### config.mk
export PLATFORM = sky130hd
export DESIGN_NAME = fetch_inst_queue
export DESIGN_NICKNAME = d
export VERILOG_FILES = /design/src/rtl/fetch_inst_queue.sv
export SDC_FILE = /design/constraint.sdc
export NUM_CORES = 1
export LEC_CHECK = 0
export BUFFER_PORTS_ARGS = -buffer_cell sky130_fd_sc_hd__buf_2
export CAP_MARGIN = 20
export CORE_MARGIN = 2
export CORE_UTILIZATION = 50
export CTS_BUF_LIST = sky130_fd_sc_hd__clkbuf_8
export CTS_CLUSTER_SIZE = 20
export DETAILED_ROUTE_END_ITERATION = 8
export PLACE_DENSITY = 0.69
export RECOVER_POWER = 25
export SLEW_MARGIN = 0
export SYNTH_ARGS = -nofsm -noshare
export SYNTH_HDL_FRONTEND = slang
export SYNTH_SLANG_ARGS = --single-unit
### constraint.sdc
create_clock -name clk -period 8.5 [get_ports clk]
set_input_delay 1.275 -clock clk [delete_from_list [all_inputs] [get_ports clk]]
set_output_delay 1.275 -clock clk [all_outputs]
set_load 0.01 [all_outputs]
### src/rtl/fetch_inst_queue.sv
// Instruction queue between fetch and decode: a circular FIFO of {pc, inst}
// pairs with show-ahead output, full backpressure and flush on redirect.
module fetch_inst_queue #(
    parameter int ADDR  = 32,
    parameter int INST  = 32,
    parameter int DEPTH = 4
) (
    input  logic            clk,
    input  logic            reset_,
    input  logic            flush,
    input  logic            in_e_,
    input  logic [ADDR-1:0] in_pc,
    input  logic [INST-1:0] in_inst,
    output logic            in_busy,
    output logic            out_e_,
    output logic [ADDR-1:0] out_pc,
    output logic [INST-1:0] out_inst,
    input  logic            dec_stall
);

    localparam int PW = (DEPTH > 1) ? $clog2(DEPTH) : 1;
    localparam int CW = PW + 1;
    localparam int EW = ADDR + INST;

    logic [EW-1:0] storage_r [DEPTH];
    logic [PW-1:0] wr_ptr_r;
    logic [PW-1:0] rd_ptr_r;
    logic [CW-1:0] count_r;
    logic          in_busy_r;
    logic          out_e_r;
    logic [EW-1:0] head_r;

    logic          full_s;
    logic          wr_s;
    logic          rd_s;
    logic [PW-1:0] wr_ptr_nxt_s;
    logic [PW-1:0] rd_ptr_nxt_s;
    logic [CW-1:0] count_nxt_s;
    logic [EW-1:0] head_nxt_s;

    assign full_s = (count_r == CW'(DEPTH));
    assign wr_s   = !in_e_ && !full_s && !flush;
    assign rd_s   = !out_e_r && !dec_stall && !flush;

    // Next-state pointers, occupancy and the entry that will be at the head.
    // The head is pre-computed so every output leaves a flop; when the slot
    // being written this cycle becomes the head, take the incoming data.
    always_comb begin
        wr_ptr_nxt_s = wr_ptr_r;
        rd_ptr_nxt_s = rd_ptr_r;
        count_nxt_s  = count_r;
        head_nxt_s   = {EW{1'b0}};
        if (flush) begin
            wr_ptr_nxt_s = {PW{1'b0}};
            rd_ptr_nxt_s = {PW{1'b0}};
            count_nxt_s  = {CW{1'b0}};
        end else begin
            if (wr_s) begin
                wr_ptr_nxt_s = wr_ptr_r + PW'(1);
            end else begin
                wr_ptr_nxt_s = wr_ptr_r;
            end
            if (rd_s) begin
                rd_ptr_nxt_s = rd_ptr_r + PW'(1);
            end else begin
                rd_ptr_nxt_s = rd_ptr_r;
            end
            count_nxt_s = count_r + CW'(wr_s) - CW'(rd_s);
        end
        if (count_nxt_s == {CW{1'b0}}) begin
            head_nxt_s = {EW{1'b0}};
        end else if (wr_s && (rd_ptr_nxt_s == wr_ptr_r)) begin
            head_nxt_s = {in_pc, in_inst};
        end else begin
            head_nxt_s = storage_r[rd_ptr_nxt_s];
        end
    end

    // Control state and registered outputs.
    always_ff @(posedge clk or negedge reset_) begin
        if (!reset_) begin
            wr_ptr_r  <= {PW{1'b0}};
            rd_ptr_r  <= {PW{1'b0}};
            count_r   <= {CW{1'b0}};
            in_busy_r <= 1'b0;
            out_e_r   <= 1'b1;
            head_r    <= {EW{1'b0}};
        end else begin
            wr_ptr_r  <= wr_ptr_nxt_s;
            rd_ptr_r  <= rd_ptr_nxt_s;
            count_r   <= count_nxt_s;
            in_busy_r <= (count_nxt_s == CW'(DEPTH));
            out_e_r   <= (count_nxt_s == {CW{1'b0}});
            head_r    <= head_nxt_s;
        end
    end

    // Entry storage; contents are don't-care out of reset.
    always_ff @(posedge clk) begin
        if (wr_s) begin
            storage_r[wr_ptr_r] <= {in_pc, in_inst};
        end else begin
            storage_r[wr_ptr_r] <= storage_r[wr_ptr_r];
        end
    end

    assign in_busy  = in_busy_r;
    assign out_e_   = out_e_r;
    assign out_pc   = head_r[EW-1:INST];
    assign out_inst = head_r[INST-1:0];

endmodule

# Yosys cells after proc, flatten, opt, wreduce, memory -nomap -nowiden
# Memory sizes are Yosys's and may differ from the RTL's.
# Index checks and enable logic that the tools add are counted.
# totals
elab_cells	40
in_bits	69
regBits	73
mem_bits_rw	256
memories	1
# memory_table
memory	depth	width	rd	rd_clocked_by_memory_dff	wr	line	text
storage_r	4	64	1	0	1	25	logic [EW-1:0] storage_r [DEPTH];
# classes
n_bitwise	1
muxes	11
n_reduce_logical	13
addsub	4
eq_ne	4
# op_table
op	count
two-way mux 64 bit	3
two-way mux 2 bit	4
equality test 3 bit, second input constant	2
logical AND 1 bit	5
zero test 1 bit	5
adder 2 x 1 -> 2 bit, second input constant	2
adder 3 x 1 -> 3 bit	1
zero test 3 bit	1
two-way mux 1 bit	3
two-way mux 3 bit	1
subtractor 3 x 1 -> 3 bit	1
equality test 2 bit	1
AND reduction 2 bit	1
nonzero test 2 bit	1
inequality test 0 bit	1
bitwise OR 1 bit	1

# Logic depth before layout (Yosys ltp)
# Gate-level depths: netlist of run 1.
# depth
word_depth	9
depth_mapped	14

# Worst setup path after synthesis of run 1
# OpenSTA, ideal clock, no wires.
# synth_path
kind	input to register
start	input flush
end	register head_r[0]
stages	14
t_arrival_ns	3.685
setup_slack_ns	4.678
cell_sequence	buf_2 nor3_2 inv_1 ha_1 inv_1 ha_1 inv_1 fa_1 xnor2_1 nor2_1 nor2_1 clkbuf_1 clkbuf_1 a21oi_1
# synth_between
elab_cells_between_ends	14
cone_classes	add/sub: 2; eq/ne: 1; mux: 5; reduce/logical: 5; memory: 1
# synth_rtl
item	line	text
start: declaration	10	input logic flush,
zero test 1 bit	42, 43	
logical AND 1 bit	42	assign wr_s = !in_e_ && !full_s && !flush;
adder 3 x 1 -> 3 bit	68	count_nxt_s = count_r + CW'(wr_s) - CW'(rd_s);
subtractor 3 x 1 -> 3 bit	68	
two-way mux 3 bit *	53	if (flush) begin
via count_nxt_s[2]	38	logic [CW-1:0] count_nxt_s;
zero test 3 bit *	70	if (count_nxt_s == {CW{1'b0}}) begin
two-way mux 64 bit *	70	
via head_nxt_s[0]	39	logic [EW-1:0] head_nxt_s;
end signal: assignment	87	head_r <= {EW{1'b0}};
end signal: assignment	94	head_r <= head_nxt_s;
end: declaration	31	logic [EW-1:0] head_r;
# The timed path passes the listed nets; every way through them passes the cells marked *.
# A chain may end at the register's enable or synchronous reset.

# Worst setup path in the final report of run 1
# layout_path
start	input flush
end	register head_r[35]
# The elaborated chain is that of the path after synthesis.

==> flow_summary.toml, run 1 <==
[placed_design]
gp_congestion = 0.727
post-dp-hpwl_um = 14300
place_area_um2 = 13500
numPortBuffers = 134

[grt]
gr-total-overflow = 0
grt_pass1_vias = 7462
grt_max_degree = 74
antenna_found_initial = 3
grt_usage_pct = 21.0
grt_pass1_wl_um = 41900

[power]
p_total_w = 0.00429
peakVddDrop_mv = 0.163
leakagePower_nw = 5.32
p_per_area_nw_per_um2 = 296

[synth]
yosys_register_bits = 329
synth_top_area_share_pct = 60.7
avgSynthCellArea_um2 = 18.5
synthesis.nets = 760
ys_top_cells_by_area = "edfxtp_1 (61%), dfrtp_1 (14%), mux4_2 (11%)"
yosysTopAreaCell = "edfxtp_1"
syn_inst = 684
ys_seq_area_share_pct = 75.2
synth_area_um2 = 12700
yosys.cell_types.count = 37
yosys_warnings = 0

[worst_setup_path]
worstReg2RegStart = "count_r[2]"
r2r_cells = 13
worstSetupStartpoint = "flush"
timing.rr.end = "head_r[35]"
start_kind = "primary input"
cp-end-kind = "flip-flop"
r2r_slack_ns = 4.65
required_ns = 8.92
worstSetupPathType = "in2reg"
critPathMaxFanout = 38
critPathArrivalTime_ns = 4.69

[drt]
dr_total_vias = 6963
vias_per_cell = 5.78
ant_nets = 0
drcViolationCount = 0
first_iter_violations = 726
drt-pass1-iter-count = 5
avgRoutedWirePerCell_um = 22.5
wirelength_um = 27100

[sta]
worst_pin_slew_ns = 1.68
fin_hold_ws_ns = 0.670
maxSlewHeadroom_pct = -12.3
rsz0062_at_grt = "false"
min_period_ns = 4.27
final_max_slew_viol_count = 26
clock-skew-final_ns = 0.0242
fin_crit_sh_pct = 50.2
finalSetupTns_ns = 0
setup_violations = 0
final-hold-violation-count = 0
fmax_mhz = 234

[clock_tree]
clock-root-buffer = "clkbuf_8"
clk_latency_ns = 0.58
hold_buffers = 0
htree_num_levels = 2
cts_buffers = 51
cts_tree = "built"
clock-sinks = 329
clockBufferDepth = 3
clkTransAtPathRegs_ns = 0.06
postCtsSetupBuffers = 0
cts_resized = 0

[layout]
drive_above_1_share_pct = 27.8
nets = 908
mostFrequentLayoutCell = "edfxtp_1"
fillers = 1965
final_cell_area_um2 = 14500
layout_common_cells = "edfxtp_1 (256), buf_2 (84), dfrtp_1 (72), a21oi_1 (66)"
area_delta_synth_final_pct = 14.7

[min_path]
hp-start = "wr_ptr_r[0]"
hp-class = "reg2reg"
holdPathEnd = "wr_ptr_r[0]"
hold_depth = 2

[die]
core_area_um2 = 25000
io_pins = 135
fp.dieH_um = 163
initial_utilization_pct = 50.6
die_width_um = 163
rows = 58
dieArea_um2 = 26600

[job]
drv_cap = 1

[status]
status = "finished, violations left"
violations = "max-capacitance violations, max-slew violations"
-- metrics by stage --
| step | util [%] | std cells | worst slack [ns] |
|---|---|---|---|
| 2_1_floorplan | - | 684 | 4.68 |
| 3_3_place_gp | 54.0 | 1108 | 3.92 |
| 3_5_place_dp | 54.0 | 1108 | 3.69 |
| 4_1_cts | 58.1 | 1202 | 4.29 |
| 5_1_grt | 58.0 | 1204 | 4.06 |
| 6_report | 58.0 | 1205 | 4.23 |
-- metal layers --
| metal | routed length (µm) | part of all wire, % | global-route usage [%] | up-vias |
|---|---|---|---|---|
| li1 | - | - | - | 3013 |
| met1 | 11100 | 41 | 28.3 | 3617 |
| met2 | 13400 | 49 | 34.3 | 281 |
| met3 | 2070 | 7.6 | 5.26 | 50 |
| met4 | 527 | 1.9 | 6.03 | 2 |
| met5 | 13 | 0.048 | 0 | - |
-- cells by family (layout without fill, tap and decap cells) --
family / count (synthesis) / count (layout) / synth area share, %
other: 0 / 2 / 0
multiplexers: 65 / 65 / 11.6
adder cells (fa/ha/maj): 7 / 7 / 0.751
flip-flops: 329 / 329 / 75.2
buffers and inverters: 55 / 244 / 2.78
AND/OR/NAND/NOR: 88 / 88 / 3.75
XOR/XNOR: 5 / 5 / 0.554
AO/OA/AOI/OAI: 135 / 135 / 5.43
-- layout make-up --
type | instances | area [µm²] | share of cell area, %
Clock inverter | 32 | 183 | 1.26
Sequential cell | 329 | 9520 | 65.6
Antenna cell | 2 | 5.00 | 0.0345
Timing Repair Buffer | 142 | 688 | 4.74
Tap cell | 330 | 413 | 2.84
Multi-Input combinational cell | 300 | 2830 | 19.5
Clock buffer | 62 | 853 | 5.88
Inverter | 8 | 30.0 | 0.207
-- power by group --
group | switching (W) | internal, W | total [W]
registers | 0.0000781 | 0.00197 | 0.00205
logic | 0.000588 | 0.000345 | 0.000934
clock network | 0.000589 | 0.000720 | 0.00131
-- how the worst max path moves through the flow --
stage	to	slack [ns]	cells past startpoint
after detailed placement	head_r[57]	3.69	13
after global placement	head_r[46]	3.92	13
final	head_r[35]	4.23	13
after global routing	head_r[32]	4.06	13
after CTS	head_r[57]	4.29	13
after floorplan	head_r[0]	4.68	14
-- cell usage after synthesis, drive strengths merged --
cell and number:
nor3 2, edfxtp 256, xnor2 4, nand2 1
and3 1, nand3 65, o21ai 66, and2 4
clkbuf 15, a211o 2, dfrtp 72, xor2 1
fa 1, buf 32, a21oi 67, inv 8
nor3b 2, nor4 1, mux2i 1, ha 6
nor2 8, mux4 64, or2 1, dfstp 1
or3 1, nor2b 2
-- flip-flops by register name, indices dropped and copies added (netlist names) --
register   flops
head_r        64
count_r        3
wr_ptr_r       2
rd_ptr_r       2
in_busy        1
storage_r    256
out_e_         1
-- critical path, cell delays in order --
cell and delay [ns]:
buf_2 0.19, nor3_2 0.44, inv_1 0.09, ha_1 0.29
inv_1 0.06, ha_1 0.13, inv_1 0.06, fa_1 0.41
xnor2_1 0.24, nor2_1 0.12, nor2_4 0.66, buf_4 0.56
a21oi_1 0.10
Note: power is estimated with default switching activity, not from simulation.
==> inputs of run 2 (changes only) <==
- PLACE_DENSITY: 0.69 -> 0.71
- clock period: 8.5 -> 3.9 ns (I/O delays scaled with it)
==> run 2 against run 1 <==
Compared with the run above:
- the run now ends clean
- via count down 0.99%
- cell count up 1.0%
- design area up 0.44%
- sequential power up 120%
- non-clock buffer count up 11
- power up 110%
==> flow_summary.toml, run 2 (same netlist as run 1, synthesis figures left out) <==
[die]
die_width_um = 163
io_pins = 135
rows = 58
fp.dieH_um = 163
initial_utilization_pct = 50.6
core_area_um2 = 25000
dieArea_um2 = 26600

[worst_setup_path]
r2r_slack_ns = 0.81
start_kind = "flip-flop"
crit_top_cell = "inv_1"
cp-end-kind = "flip-flop"
worstSetupPathType = "reg2reg"
cp_slowest_stage_delay_ns = 0.42
worstReg2RegStart = "count_r[1]"
cp_cell_sequence = "nor3b_1 -> nor3_2 -> inv_1 -> ha_1 -> inv_1 -> ha_1 -> inv_1 -> fa_1 -> xnor2_1 -> nor2_1 -> nor2_4 -> buf_4 -> a21oi_1"
slowest_stage = "dfrtp_1"
critPathArrivalTime_ns = 3.48
required_ns = 4.30
critPathMaxFanout = 33
worstSetupStartpoint = "count_r[1]"

[layout]
top_register = "storage_r"
fillers = 1965
largest_register_ffs = 256
top_regs = "storage_r: 256 flops, head_r: 64 flops, count_r: 3 flops"
final_cell_area_um2 = 14600
nets = 920
layout_common_cells = "edfxtp_1 (256), buf_2 (84), dfrtp_1 (72), a21oi_1 (66)"
drive_above_1_share_pct = 27.9
area_delta_synth_final_pct = 15.2
mostFrequentLayoutCell = "edfxtp_1"

[sta]
final_max_slew_viol_count = 0
finalSetupTns_ns = 0
maxSlewHeadroom_pct = 37.7
setup_violations = 0
worst_pin_slew_ns = 0.935
clock-skew-final_ns = 0.0233
fmax_mhz = 324
final-hold-violation-count = 0
fin_hold_ws_ns = 0.166
fin_crit_sh_pct = 79.2
min_period_ns = 3.09
rsz0062_at_grt = "false"

[clock_tree]
htree_num_levels = 2
postCtsSetupBuffers = 0
clkTransAtPathRegs_ns = 0.06
cts_buffers = 52
cts_tree = "built"
cts_resized = 0
clk_latency_ns = 0.56
clock-root-buffer = "clkbuf_8"
hold_buffers = 0
clockBufferDepth = 3
clock-sinks = 329

[grt]
grt_max_degree = 65
use_met1_pct = 28.3
grt_busiest_layer = "met2"
antenna_found_initial = 2
grt_usage_pct = 20.9
grt_pass1_vias = 7459
grtUsageMet3_pct = 4.70
use_met2_pct = 34.2
gr-total-overflow = 0
grt_pass1_wl_um = 41900

[power]
p_total_w = 0.00920
p_per_area_nw_per_um2 = 631
leakagePower_nw = 5.37
peakVddDrop_mv = 0.387

[placed_design]
gp_congestion = 0.708
post-dp-hpwl_um = 14600
place_area_um2 = 13700
numPortBuffers = 134

[drt]
wirelength_um = 26800
vias_per_cell = 5.66
dr_total_vias = 6894
first_iter_violations = 669
avgRoutedWirePerCell_um = 22.1
ant_nets = 0
drcViolationCount = 0
drt-pass1-iter-count = 6

[job]
drv_cap = 0

[status]
status = "finished, final reports clean"

[min_path]
hp-class = "in2async"
==> run 2: layer usage <==
metal  part of all wire, %  wire [µm]  vias to the layer above
met5                     0          0                        -
met3                   6.8       1820                       46
met1                    43      11500                     3551
met2                    49      13100                      260
met4                   1.7        455                        0
li1                      -          -                     3037
==> run 2: metrics by stage <==
stage               worst slack [ns]  util (%)  std cells
floorplan                      0.768         -        684
global placement               0.664      54.6       1120
detailed placement             0.546      54.6       1120
CTS                            0.804      58.5       1216
global route                   0.616      58.2       1217
finish                         0.813      58.2       1217
==> run 2: power by group <==
| group | internal [W] | switching (W) | total (W) |
|---|---|---|---|
| clock | 0.00139 | 0.00127 | 0.00266 |
| sequential | 0.00429 | 0.000167 | 0.00445 |
| combinational | 0.000801 | 0.00129 | 0.00209 |
==> run 2: cell type report <==
| type | count | area (µm²) | area share, % |
|---|---|---|---|
| sequential | 329 | 9520 | 65.3 |
| multi-input combinational | 300 | 2830 | 19.4 |
| timing repair buffer | 153 | 830 | 5.69 |
| clock buffer | 56 | 771 | 5.29 |
| tap | 330 | 413 | 2.83 |
| clock inverter | 40 | 190 | 1.30 |
| inverter | 8 | 30.0 | 0.206 |
| antenna | 1 | 2.50 | 0.0172 |
==> run 2: critical path, delay by kind of cell (launching register included) <==
kind / cells / cell delay, ns
buffers and inverters: 4 / 0.60
AND/OR/NAND/NOR: 4 / 0.80
AO/OA/AOI/OAI: 1 / 0.11
flip-flops: 1 / 0.42
adder cells (fa/ha/maj): 3 / 0.76
XOR/XNOR: 1 / 0.20
==> run 2: worst paths after layout <==
| path | to | cells after the start |
|---|---|---|
| worst max-delay path | head_r[13] | 13 |
| worst min-delay path | head_r[50] | 1 |
| worst max register to register | head_r[13] | 13 |
| worst min register to register | count_r[0] | 3 |
| max in group asynchronous | head_r[28] | 2 |
| min in group clk | storage_r[1][3] | 1 |
==> inputs of run 3 (changes only) <==
- clock period: 3.9 -> 2.8 ns (I/O delays scaled with it)
==> run 3 against run 2 <==
Compared with the run above:
- global-route usage fell by 0.33 points
- via count up 1.8%
- clock power increased by 47%
- critical path type unchanged
- largest power group unchanged
- largest cell class unchanged
- cell count rose by 1.2%
- combinational power is 48% higher
- power up 44%
- wire length up 0.18%
==> flow_summary.toml, run 3 (same netlist as run 1, synthesis figures left out) <==
[sta]
maxSlewHeadroom_pct = 58.5
finalSetupTns_ns = 0
final_max_slew_viol_count = 0
rsz0062_at_grt = "false"
min_period_ns = 2.59
fin_crit_sh_pct = 92.4
clock-skew-final_ns = 0.0387
setup_violations = 0
worst_pin_slew_ns = 0.622
final-hold-violation-count = 0
fmax_mhz = 386

[power]
p_int_w = 0.00929
power.switching_w = 0.00392
p_per_area_nw_per_um2 = 887
netSwitchingFraction_pct = 29.7
p_clk_share_pct = 29.6
leakagePower_nw = 5.48
peakVddDrop_mv = 0.553
sequentialPowerShare_pct = 46.9
p_comb_share_pct = 23.4

[worst_setup_path]
cp-end-kind = "flip-flop"
critPathMaxFanout = 34
required_ns = 3.23
worstSetupPathType = "reg2reg"
critPathArrivalTime_ns = 3.02
start_kind = "flip-flop"

[die]
die_width_um = 163
core_area_um2 = 25000
initial_utilization_pct = 50.6
fp.dieH_um = 163
io_pins = 135
dieArea_um2 = 26600
rows = 58

[drt]
vias_per_cell = 5.70
drt-pass1-iter-count = 5
drcViolationCount = 0
avgRoutedWirePerCell_um = 21.8
first_iter_violations = 594
ant_nets = 0
dr_total_vias = 7016
wirelength_um = 26900

[layout]
drive_above_1_share_pct = 30.0
top_register = "storage_r"
mostFrequentLayoutCell = "edfxtp_1"
top_regs = "storage_r: 256 flops, head_r: 64 flops, count_r: 3 flops"
largest_register_ffs = 256
area_delta_synth_final_pct = 17.6
layout_common_cells = "edfxtp_1 (256), buf_2 (83), dfrtp_1 (72), a21oi_1 (66)"
regArea_um2 = 9520
fillers = 1860
multi_input_area_um2 = 2840
fin_cells = 1231
nets = 932

[placed_design]
place_inst = 1132
numPortBuffers = 134
gp_congestion = 0.752
post-dp-hpwl_um = 15400

[clock_tree]
clock-sinks = 329
clkTransAtPathRegs_ns = 0.07
cts_tree = "built"
clockBufferDepth = 3
htree_num_levels = 2
cts_buffers = 51
clock-root-buffer = "clkbuf_8"
clk_latency_ns = 0.58

[grt]
grt_max_degree = 50
grt_usage_pct = 20.6
grtUsageMet3_pct = 4.80
use_met1_pct = 28.5
grt_pass1_vias = 7190
antenna_found_initial = 2
grt_busiest_layer = "met2"
grt_pass1_wl_um = 41500
gr-total-overflow = 0
use_met2_pct = 33.2

[job]
drv_cap = 0

[min_path]
hp-class = "in2reg"

[status]
status = "finished, final reports clean"
## run 3: cell count changes in the layout (fill, tap and decap cells not counted), sizes merged
cell and change:
clkinvlp -1, dlygate4sd3 +1, inv -11, bufinv -1, clkinv +6, clkbuf +8
diode +1, buf +11
## run 3: routing by layer
layer	share of wire [%]	up-vias
li1	-	3069
met1	42	3622
met2	49	291
met3	7.7	34
met4	1.6	0
met5	0	-
## run 3: final timing paths
| check | start | end | slack [ns] | cells past startpoint |
|---|---|---|---|---|
| max in group asynchronous | reset_ | head_r[34] | 1.78 | 3 |
| hold / removal | in_pc[29] | storage_r[0][61] | 0.10 | 1 |
| hold reg to reg | wr_ptr_r[0] | wr_ptr_r[0] | 0.65 | 2 |
| min in group asynchronous | reset_ | head_r[16] | 0.36 | 2 |
| setup / recovery | count_r[2] | head_r[62] | 0.21 | 13 |
| setup reg to reg | count_r[2] | head_r[62] | 0.21 | 13 |
## run 3: repair_timing
item	CTS	global route
hold buffers	1	0
setup buffers	0	0
endpoints found under the setup margin	0	65
resized for setup	0	1
endpoints found under the hold margin	32	0
## run 3: power by group through the flow
stage          Clock, W  Sequential (W)  Combinational (W)
2_1_floorplan         0         0.00647            0.00165
3_3_place_gp          0         0.00629            0.00308
3_5_place_dp          0         0.00629            0.00313
4_1_cts         0.00401         0.00620            0.00314
5_1_grt         0.00422         0.00624            0.00336
6_report        0.00391         0.00620            0.00309
## run 3: worst max-delay path: stages (launching register included)
cell and delay [ns]:
dfrtp_1 0.40, nor3b_2 0.18, nor3_2 0.14, inv_1 0.06, ha_1 0.28, inv_1 0.05
ha_1 0.13, inv_1 0.05, fa_1 0.40, xnor2_1 0.20, nor2_1 0.10, nor2_4 0.18
buf_12 0.23, a21oi_1 0.07
## run 3: final cells by class
| cell class | instances | area share [%] |
|---|---|---|
| diodes | 2 | 0.0336 |
| clock buffers | 63 | 5.82 |
| clock inverters | 33 | 1.09 |
| inverters | 8 | 0.202 |
| multi-input cells | 300 | 19.1 |
| flip-flops and latches | 329 | 63.9 |
| well taps | 330 | 2.77 |
| repair buffers | 166 | 7.08 |
## run 3: through the flow
stage / cell area, µm² / power (W) / setup slack [ns] / utilization, % / hold WS (ns)
detailed placement: 13900 / 0.00942 / 0.116 / 55.5 / 0.426
floorplan: 12700 / 0.00812 / 0.0190 / - / 0.124
CTS: 14900 / 0.0133 / 0.138 / 59.7 / 0.0299
finish: 14900 / 0.0132 / 0.211 / 59.5 / 0.105
global route: 14900 / 0.0138 / 0.0137 / 59.5 / 0.0780
global placement: 13900 / 0.00937 / 0.127 / 55.5 / 0.422
